$ cat config.mk
export PLATFORM = sky130hd
export DESIGN_NAME = atr_sequencer16
export DESIGN_NICKNAME = d
export VERILOG_FILES = /design/src/rtl/atr_sequencer16.sv
export SDC_FILE = /design/constraint.sdc
export NUM_CORES = 1
export LEC_CHECK = 0
export ABC_AREA = 0
export BUFFER_PORTS_ARGS = -buffer_cell sky130_fd_sc_hd__buf_2
export CORE_MARGIN = 2
export CORE_UTILIZATION = 50
export CTS_BUF_LIST = sky130_fd_sc_hd__clkbuf_4 sky130_fd_sc_hd__clkbuf_8
export CTS_CLUSTER_DIAMETER = 40
export DETAILED_ROUTE_END_ITERATION = 16
export GPL_TIMING_DRIVEN = 0
export HOLD_SLACK_MARGIN = 0.05
export PLACE_DENSITY = 0.7
export SKIP_CTS_REPAIR_TIMING = 1
export SLEW_MARGIN = 5
export SYNTH_ARGS = -nofsm -noshare
export SYNTH_HDL_FRONTEND = slang
export SYNTH_SLANG_ARGS = --single-unit
$ cat constraint.sdc
create_clock -name clk_i -period 2.77 [get_ports clk_i]
set_input_delay 0.277 -clock clk_i [delete_from_list [all_inputs] [get_ports clk_i]]
set_output_delay 0.277 -clock clk_i [all_outputs]
set_load 0.01 [all_outputs]
$ cat src/rtl/atr_sequencer16.sv
// ATR control-line driver: maps {run_rx,run_tx} to one of four modes and commits each
// mode's control word after a programmable settle delay. 16-bit Wishbone slave for config.
module atr_sequencer16 #(
   parameter int CTRL_W  = 32,
   parameter int DELAY_W = 16
) (
   input  logic              clk_i,
   input  logic              rst_n_i,
   input  logic [5:0]        adr_i,
   input  logic [1:0]        sel_i,
   input  logic [15:0]       dat_i,
   output logic [15:0]       dat_o,
   input  logic              we_i,
   input  logic              stb_i,
   input  logic              cyc_i,
   output logic              ack_o,
   input  logic              run_rx,
   input  logic              run_tx,
   output logic [CTRL_W-1:0] ctrl_lines,
   output logic              busy
);

   typedef enum logic {
      SEQ_IDLE  = 1'b0,
      SEQ_COUNT = 1'b1
   } seq_state_t;

   logic [CTRL_W-1:0]  mode_word [4];
   logic [DELAY_W-1:0] delay_q   [4];
   logic [2:0]         force_q;   // {force_mode[1:0], force_en}

   seq_state_t         state, state_n;
   logic [1:0]         cur_mode, cur_mode_n;
   logic [1:0]         target, target_n;
   logic [DELAY_W-1:0] cnt, cnt_n;

   logic               wb_acc, wb_wr;
   logic [3:0]         word_idx;
   logic [31:0]        wr_data, wr_mask, rd_word;
   logic [1:0]         req;
   logic [DELAY_W-1:0] req_delay;
   logic               unused_adr;

   assign wb_acc     = stb_i & cyc_i;
   assign wb_wr      = wb_acc & we_i;
   assign word_idx   = adr_i[5:2];
   assign unused_adr = adr_i[0];
   assign wr_data    = {dat_i, dat_i};
   // Byte lanes land in the upper or lower half of the 32-bit register view.
   assign wr_mask    = adr_i[1] ? {{8{sel_i[1]}}, {8{sel_i[0]}}, 16'h0000}
                                : {16'h0000, {8{sel_i[1]}}, {8{sel_i[0]}}};

   assign req        = {run_rx, run_tx};
   assign req_delay  = delay_q[req];
   assign busy       = (state == SEQ_COUNT);
   assign ctrl_lines = mode_word[cur_mode];

   // NOTE: the mode/delay file is only 8 words and must read 0 out of reset, so it is
   // built from resettable flops rather than left to a RAM macro.
   always_ff @(posedge clk_i or negedge rst_n_i) begin
      if (!rst_n_i) begin
         for (int i = 0; i < 4; i++) begin
            mode_word[i] <= '0;
            delay_q[i]   <= '0;
         end
         force_q <= '0;
      end else if (wb_wr) begin
         case (word_idx)
            4'd0, 4'd1, 4'd2, 4'd3:
               mode_word[word_idx[1:0]] <= (mode_word[word_idx[1:0]] & ~wr_mask[CTRL_W-1:0])
                                         | (wr_data[CTRL_W-1:0] & wr_mask[CTRL_W-1:0]);
            4'd4, 4'd5, 4'd6, 4'd7:
               delay_q[word_idx[1:0]] <= (delay_q[word_idx[1:0]] & ~wr_mask[DELAY_W-1:0])
                                       | (wr_data[DELAY_W-1:0] & wr_mask[DELAY_W-1:0]);
            4'd9:
               force_q <= (force_q & ~wr_mask[2:0]) | (wr_data[2:0] & wr_mask[2:0]);
            default: ;
         endcase
      end
   end

   always_comb begin
      rd_word = '0;
      case (word_idx)
         4'd0, 4'd1, 4'd2, 4'd3: rd_word = 32'(mode_word[word_idx[1:0]]);
         4'd4, 4'd5, 4'd6, 4'd7: rd_word = 32'(delay_q[word_idx[1:0]]);
         4'd8:                   rd_word = {27'b0, busy, target, cur_mode};
         4'd9:                   rd_word = {29'b0, force_q};
         default:                rd_word = '0;
      endcase
   end

   // NOTE: sequential state is updated with non-blocking assignments so every flop
   // samples pre-edge values regardless of statement order.
   always_ff @(posedge clk_i or negedge rst_n_i) begin
      if (!rst_n_i) begin
         ack_o <= 1'b0;
         dat_o <= '0;
      end else begin
         ack_o <= wb_acc & ~ack_o;
         if (wb_acc) dat_o <= adr_i[1] ? rd_word[31:16] : rd_word[15:0];
      end
   end

   always_ff @(posedge clk_i or negedge rst_n_i) begin
      if (!rst_n_i) begin
         state    <= SEQ_IDLE;
         cur_mode <= 2'd0;
         target   <= 2'd0;
         cnt      <= '0;
      end else begin
         state    <= state_n;
         cur_mode <= cur_mode_n;
         target   <= target_n;
         cnt      <= cnt_n;
      end
   end

   // NOTE: every output of this block is defaulted first so no path infers a latch.
   always_comb begin
      state_n    = state;
      cur_mode_n = cur_mode;
      target_n   = target;
      cnt_n      = cnt;
      if (force_q[0]) begin
         cur_mode_n = force_q[2:1];
         cnt_n      = '0;
         state_n    = SEQ_IDLE;
      end else begin
         case (state)
            SEQ_IDLE: begin
               if (req != cur_mode) begin
                  if (req_delay == '0) begin
                     cur_mode_n = req;
                  end else begin
                     target_n = req;
                     cnt_n    = req_delay;
                     state_n  = SEQ_COUNT;
                  end
               end
            end
            SEQ_COUNT: begin
               if (req == cur_mode) begin
                  cnt_n   = '0;
                  state_n = SEQ_IDLE;
               end else if (req != target) begin
                  target_n = req;
                  if (req_delay == '0) begin
                     cur_mode_n = req;
                     cnt_n      = '0;
                     state_n    = SEQ_IDLE;
                  end else begin
                     cnt_n = req_delay;
                  end
               end else if (cnt == DELAY_W'(1)) begin
                  cur_mode_n = target;
                  cnt_n      = '0;
                  state_n    = SEQ_IDLE;
               end else begin
                  cnt_n = cnt - DELAY_W'(1);
               end
            end
            default: state_n = SEQ_IDLE;
         endcase
      end
   end

endmodule

* Word level (Yosys, flattened, before mapping)
Cells that the tools add are included.
** Storage, ports and cells
- Register bits :: 233
- Bits in latches :: 0
- Memory bits (writable) :: 0
- ROM bits :: 0
- Input port bits :: 31
- Output and inout port bits :: 50
- Logic and storage cells :: 121
- Memories :: 0
** Cells by class
- Add/subtract/negate cells :: 1
- $mul :: 0
- Divide/modulo/power cells :: 0
- Magnitude comparators :: 4
- Equal/unequal tests :: 21
- Shifts and indexed selects :: 0
- Multiplexer cells :: 48
- Bitwise logic cells :: 21
- Reduce and logical (&&, ||, !) cells :: 11
** Operators with widths (number)
- 16-bit two-way mux :: 13
- 32-bit two-way mux :: 6
- 32-bit binary-select mux with 2-bit select :: 2
- 128-bit bitwise mux :: 1
- 32-bit case mux with 4 select lines :: 1
- 32-bit bitwise AND :: 2
- 16-bit binary-select mux with 2-bit select :: 2
- 64-bit bitwise mux :: 1
- 32-bit demux with 2-bit select :: 1
- 16-bit bitwise AND :: 2
- 16-bit demux with 2-bit select :: 1
- 32-bit NOT :: 1
- 32-bit OR :: 1
- 16-bit case mux with 2 select lines :: 1
- 2-bit two-way mux :: 10
- 16-bit by 1-bit == test with 1-bit output (second input constant) :: 1
- 4-bit by 3-bit == test with 1-bit output (second input constant) :: 4
- 16-bit zero test :: 1
- 16-bit NOT :: 1
- 16-bit OR :: 1
- 16-bit by 1-bit subtractor with 16-bit output (second input constant) :: 1
- 3-bit greater-or-equal comparator (second input constant) :: 3
- 3-bit inequality test (second input constant) :: 3
- 2-bit NOT with 3-bit output :: 3
- other kinds (23) :: 43

* Longest topological paths before layout
- Depth after elaboration :: 10
- Gate-level depth with buffers :: 8
- Depth with buffers taken out :: 7

* Worst setup path after synthesis
No wires, ideal clock.
- Kind :: reg-to-reg
- From :: reg cnt[6]
- To :: reg cnt[15]
- Library setup time :: 0.126 ns
- Data arrival time :: 2.023 ns
- Data required time :: 2.644 ns
- Path slack :: 0.621 ns
- Cell stages (with the launch flop) :: 7
- Path buffers :: 1
- Period minus slack after synthesis :: 2.149 ns
- Path through :: dfrtp_1 nor4_1 and4b_1 buf_2 nand2_1 xnor2_1 a221o_1
** On the way
- Cells in the longest elaborated chain, start to end :: 6
- Elaborated cells on any way between the ends :: 7
- Classes of those cells :: 1 x add/sub; 1 x eq/ne; 5 x mux
** Ends and longest elaborated chain
- start, declared :: line 35 : logic [DELAY_W-1:0] cnt, cnt_n;
- start signal, assigned :: line 115 : cnt <= cnt_n;
- 16-bit by 1-bit subtractor with 16-bit output or 16-bit by 1-bit == test with 1-bit output (tied branches) :: line 160, 155
- 16-bit two-way mux * :: line 155 : end else if (cnt == DELAY_W'(1)) begin
- 16-bit two-way mux * :: line 146 : end else if (req != target) begin
- 16-bit two-way mux * :: line 143 : if (req == cur_mode) begin
- 16-bit case mux with 2 select lines * :: line 130 : case (state)
- 16-bit two-way mux * :: line 125 : if (force_q[0]) begin
Mark *: on every way between the ends. The rest lies on a longest branch, timed or not.
A chain may end at the register's enable or synchronous reset.

* Worst setup path after layout
- From :: reg cur_mode[0]
- To :: out ctrl_lines[20]
** On the way
- Cells in the longest elaborated chain, start to end :: 4
** Ends and longest elaborated chain
- start, declared :: line 33 : logic [1:0] cur_mode, cur_mode_n;
- start signal, assigned :: line 113 : cur_mode <= cur_mode_n;
- 2-bit NOT with 3-bit output (implied by the code) :: line 56 : assign ctrl_lines = mode_word[cur_mode];
- 32-bit binary-select mux with 2-bit select :: line 56
- 32-bit two-way mux (implied by the code) (2 in a row) :: line 56
- end, declared :: line 19 : output logic [CTRL_W-1:0] ctrl_lines,
Every way passes these cells. The select of a mux whose other input is x is not followed.

==> results.md <==
- Pre-CTS setup slack: -405.5 ps
- Via density: approximately 6.4
- Clk_lat worst skew: a little under 600 ps
- Area grow syn2layout: 15.71%
- Skew final: about 44 ps
- Rel. slew slack: between 10% and 20%
- Synth Warn #: 0
- Via count: 10230
- Setup TNS: 0 ps
- Vias in the first global route: between 9000 and 10000
- Largest net degree at the start of global routing: ~120
- Async SR Flop Fraction: 100.0%
- Die Span X: ~160 um
- Class of the worst hold path: primary input to flip-flop
- Clk sink count: ~230
- Fraction of layout cells with a size suffix above 1: between 20 and 25%
- VDD IR max: 553.8 uV
- Sequential-to-total area share from yosys stat: a little under half
- CTS tree: built
- Core area: roughly 24000 um2
- DRC: 0
- Fmax: between 0.3 and 0.4 GHz
- Worst Path Max Fanout: 10
- Placed Area: approximately 13000 um2
- Total Wirelength: 38350 um
- CTS root buf: clkbuf_8
- Number of enable flip-flop cells after synthesis: 0
- Worst Setup End Kind: output pin
- DR pass1 iterations: 6
- Final setup violation count: 0
- Setup ws final: ~100 ps
- Fraction of power consumed by sequential logic: a little over a third
- Iter 0 DRT Violations: approximately 1500
- Nets: ~1300
- RSZ-0062 raised after global routing: no
- Power Dens Cells: between 900 and 1000 nW/um2
- Mapped Nets: between 1000 and 1500
- Max-slew violations: 0
- Fin area: ~14000 um2
- Post-Syn Area: around 12000 um2
- H-tree levels: 2
- Clock power frac: slightly below 30%
- Post-synthesis cell count: 1109
- Final period util: between 90% and 100%
- Final HPWL DP: about 27000 um
- Psw: ~4600 uW
- Total CTS buffers: 44
- Longest Clk Path Bufs: 3
- Worst-path clk slew: ~60 ps
- Die Y: between 150 and 200 um
- Hold Violations, Final: 0
- Gr usage total: between 30% and 40%
- Critical path required time: around 2500 ps
- Switching share of power: roughly 36%
- RePlAce Congestion: around 0.95
- Remaining Overflow, GRT: 0
- Die Area: 25570 um2
- Leakage power: between 0.006 and 0.007 uW
- Max Cap Viol: 0
- Internal power: just over 8000 uW
- IO buf count: 77
- Top Ports: 81
- Initial antenna violation count: 2
- Fin crit period: 2667 ps
- Element type at the critical path start: flip-flop
- Critical Path AT: roughly 2400 ps
- WS Path Type: flip-flop to output pin
- First-pass GRT wire length: slightly below 60000 um
- #FFs+latches synth: between 200 and 250
- Yosys cell types: 52
- Logic pwr share: between 30% and 40%
- Outcome: complete, no violations
- WL per Instance: 24.03 um
- Initial Utilization: around half
- Row Count: 57
- Worst-Margin Slew: 1212 ps
- Synth Area per Inst: 10.96 um2
- Main synth FF type: dfrtp_1
- Antenna viol nets, final: 0
-- state kept, by name, indices dropped and copies added (netlist names), named ones only --
| register | flops |
|---|---|
| ack_o | 1 |
| cur_mode | 2 |
| target | 2 |
| cnt | 16 |
| mode_word | 128 |
| busy | 1 |
| dat_o | 16 |
| delay_q | 64 |
-- worst max-delay path, stage by stage (launching register included) --
cell and delay, ps:
dfrtp_1 310, buf_2 290, clkbuf_2 440, mux4_2 600, buf_2 160
-- power groups by stage --
stage | clock network (uW) | registers [uW] | logic [uW]
2_1_floorplan | 0 | 4520 | 3020
5_1_grt | 4010 | 4720 | 4750
4_1_cts | 3840 | 4620 | 4330
3_3_place_gp | 0 | 4630 | 4250
6_report | 3820 | 4640 | 4410
3_5_place_dp | 0 | 4670 | 4310
-- cell type report --
type | instances | area, um2
Buffer | 83 | 355.3
Timing Repair Buffer | 80 | 460.4
Clock inverter | 13 | 135.1
Multi-Input combinational cell | 785 | 5948
Tap cell | 324 | 405.4
Sequential cell | 233 | 5831
Fill cell | 2025 | 10040
Clock buffer | 69 | 893.4
Inverter | 8 | 30.03
Antenna cell | 1 | 2.502
-- cell families (layout without fill, tap and decap cells) --
| family | Yosys count | after routing | share of synthesized area [%] |
|---|---|---|---|
| flops | 233 | 233 | 47.98 |
| compound gates | 308 | 308 | 14.37 |
| fa+ha+maj | 2 | 2 | 0.2059 |
| simple gates | 323 | 323 | 11.74 |
| other cells | 0 | 1 | 0 |
| mux | 138 | 138 | 21.55 |
| buf+inv | 91 | 253 | 3.140 |
| xor+xnor | 14 | 14 | 1.009 |
-- final timing paths --
path / cells after the start / slack [ps] / endpoint / start
max reg2reg: 7 / 140 / cnt[15] / cnt[4]
max in group asynchronous: 4 / 1340 / mode_word[11] / rst_n_i
min in group asynchronous: 2 / 200 / cnt[1] / rst_n_i
min: 2 / 70 / flip-flop / dat_i[1]
min reg2reg: 1 / 440 / ack_o / ack_o
max: 4 / 100 / ctrl_lines[20] / cur_mode[0]
-- Yosys cell counts, types with 6 or more instances --
cell / count / share of area [%]
inv_1: 8 / 0.25
nor2_1: 199 / 6.1
mux4_1: 8 / 1.7
nand3_1: 13 / 0.54
o2bb2ai_1: 11 / 0.79
a22o_1: 11 / 0.79
and2_1: 18 / 0.93
o21ai_0: 34 / 1.4
clkbuf_1: 58 / 1.8
dfrtp_1: 233 / 48
nand4_1: 6 / 0.31
buf_2: 10 / 0.41
mux2i_1: 37 / 3.0
nor4_1: 7 / 0.36
buf_1: 10 / 0.31
mux4_2: 88 / 16
nand2_1: 47 / 1.5
xnor2_1: 10 / 0.72
nand2b_1: 6 / 0.31
a21oi_1: 214 / 8.8
a22oi_1: 12 / 0.74
-- layout by cell type, fill, tap and decap left out, types with 3 or more instances in the layout --
cell type,Yosys,final
nand4_1,6,6
mux2i_1,37,37
dfrtp_1,233,233
o21ai_0,34,34
nand2_1,47,47
mux4_1,8,8
clkinv_2,0,6
buf_2,10,87
buf_1,10,7
a221o_1,4,4
inv_1,8,8
nor4_2,3,3
nor2_1,199,199
a211oi_1,4,4
nand3_1,13,13
a22o_1,11,11
clkbuf_8,0,60
nor3_1,5,4
clkbuf_2,1,3
a22oi_1,12,12
nand2b_1,6,6
mux4_2,88,88
buf_6,3,3
o2bb2ai_1,11,11
nor2b_1,5,5
nor4_1,7,7
mux2_2,5,5
o32ai_1,3,3
xor2_1,4,4
a21oi_1,214,214
xnor2_1,10,10
nor4b_1,3,3
clkbuf_1,58,58
and2_1,18,18
clkbuf_4,0,9
-- metal layers --
metal / track usage, % / vias up / part of all wire [%]
li1: - / 4355 / -
met1: 42.31 / 5109 / 40
met2: 44.12 / 649 / 45
met3: 10.00 / 119 / 12
met4: 10.40 / 0 / 3.6
met5: 0 / - / 0
-- per-stage QoR --
step	util [%]	cells	hold slack, ps	power [uW]
2_1_floorplan	-	1109	-18.59	7545
3_3_place_gp	53.69	1510	413.5	8881
3_5_place_dp	53.96	1512	197.5	8985
4_1_cts	58.23	1594	-393.0	12790
5_1_grt	58.32	1595	51.71	13490
6_report	58.33	1596	71.11	12870
Note: power is estimated with default switching activity, not from simulation.
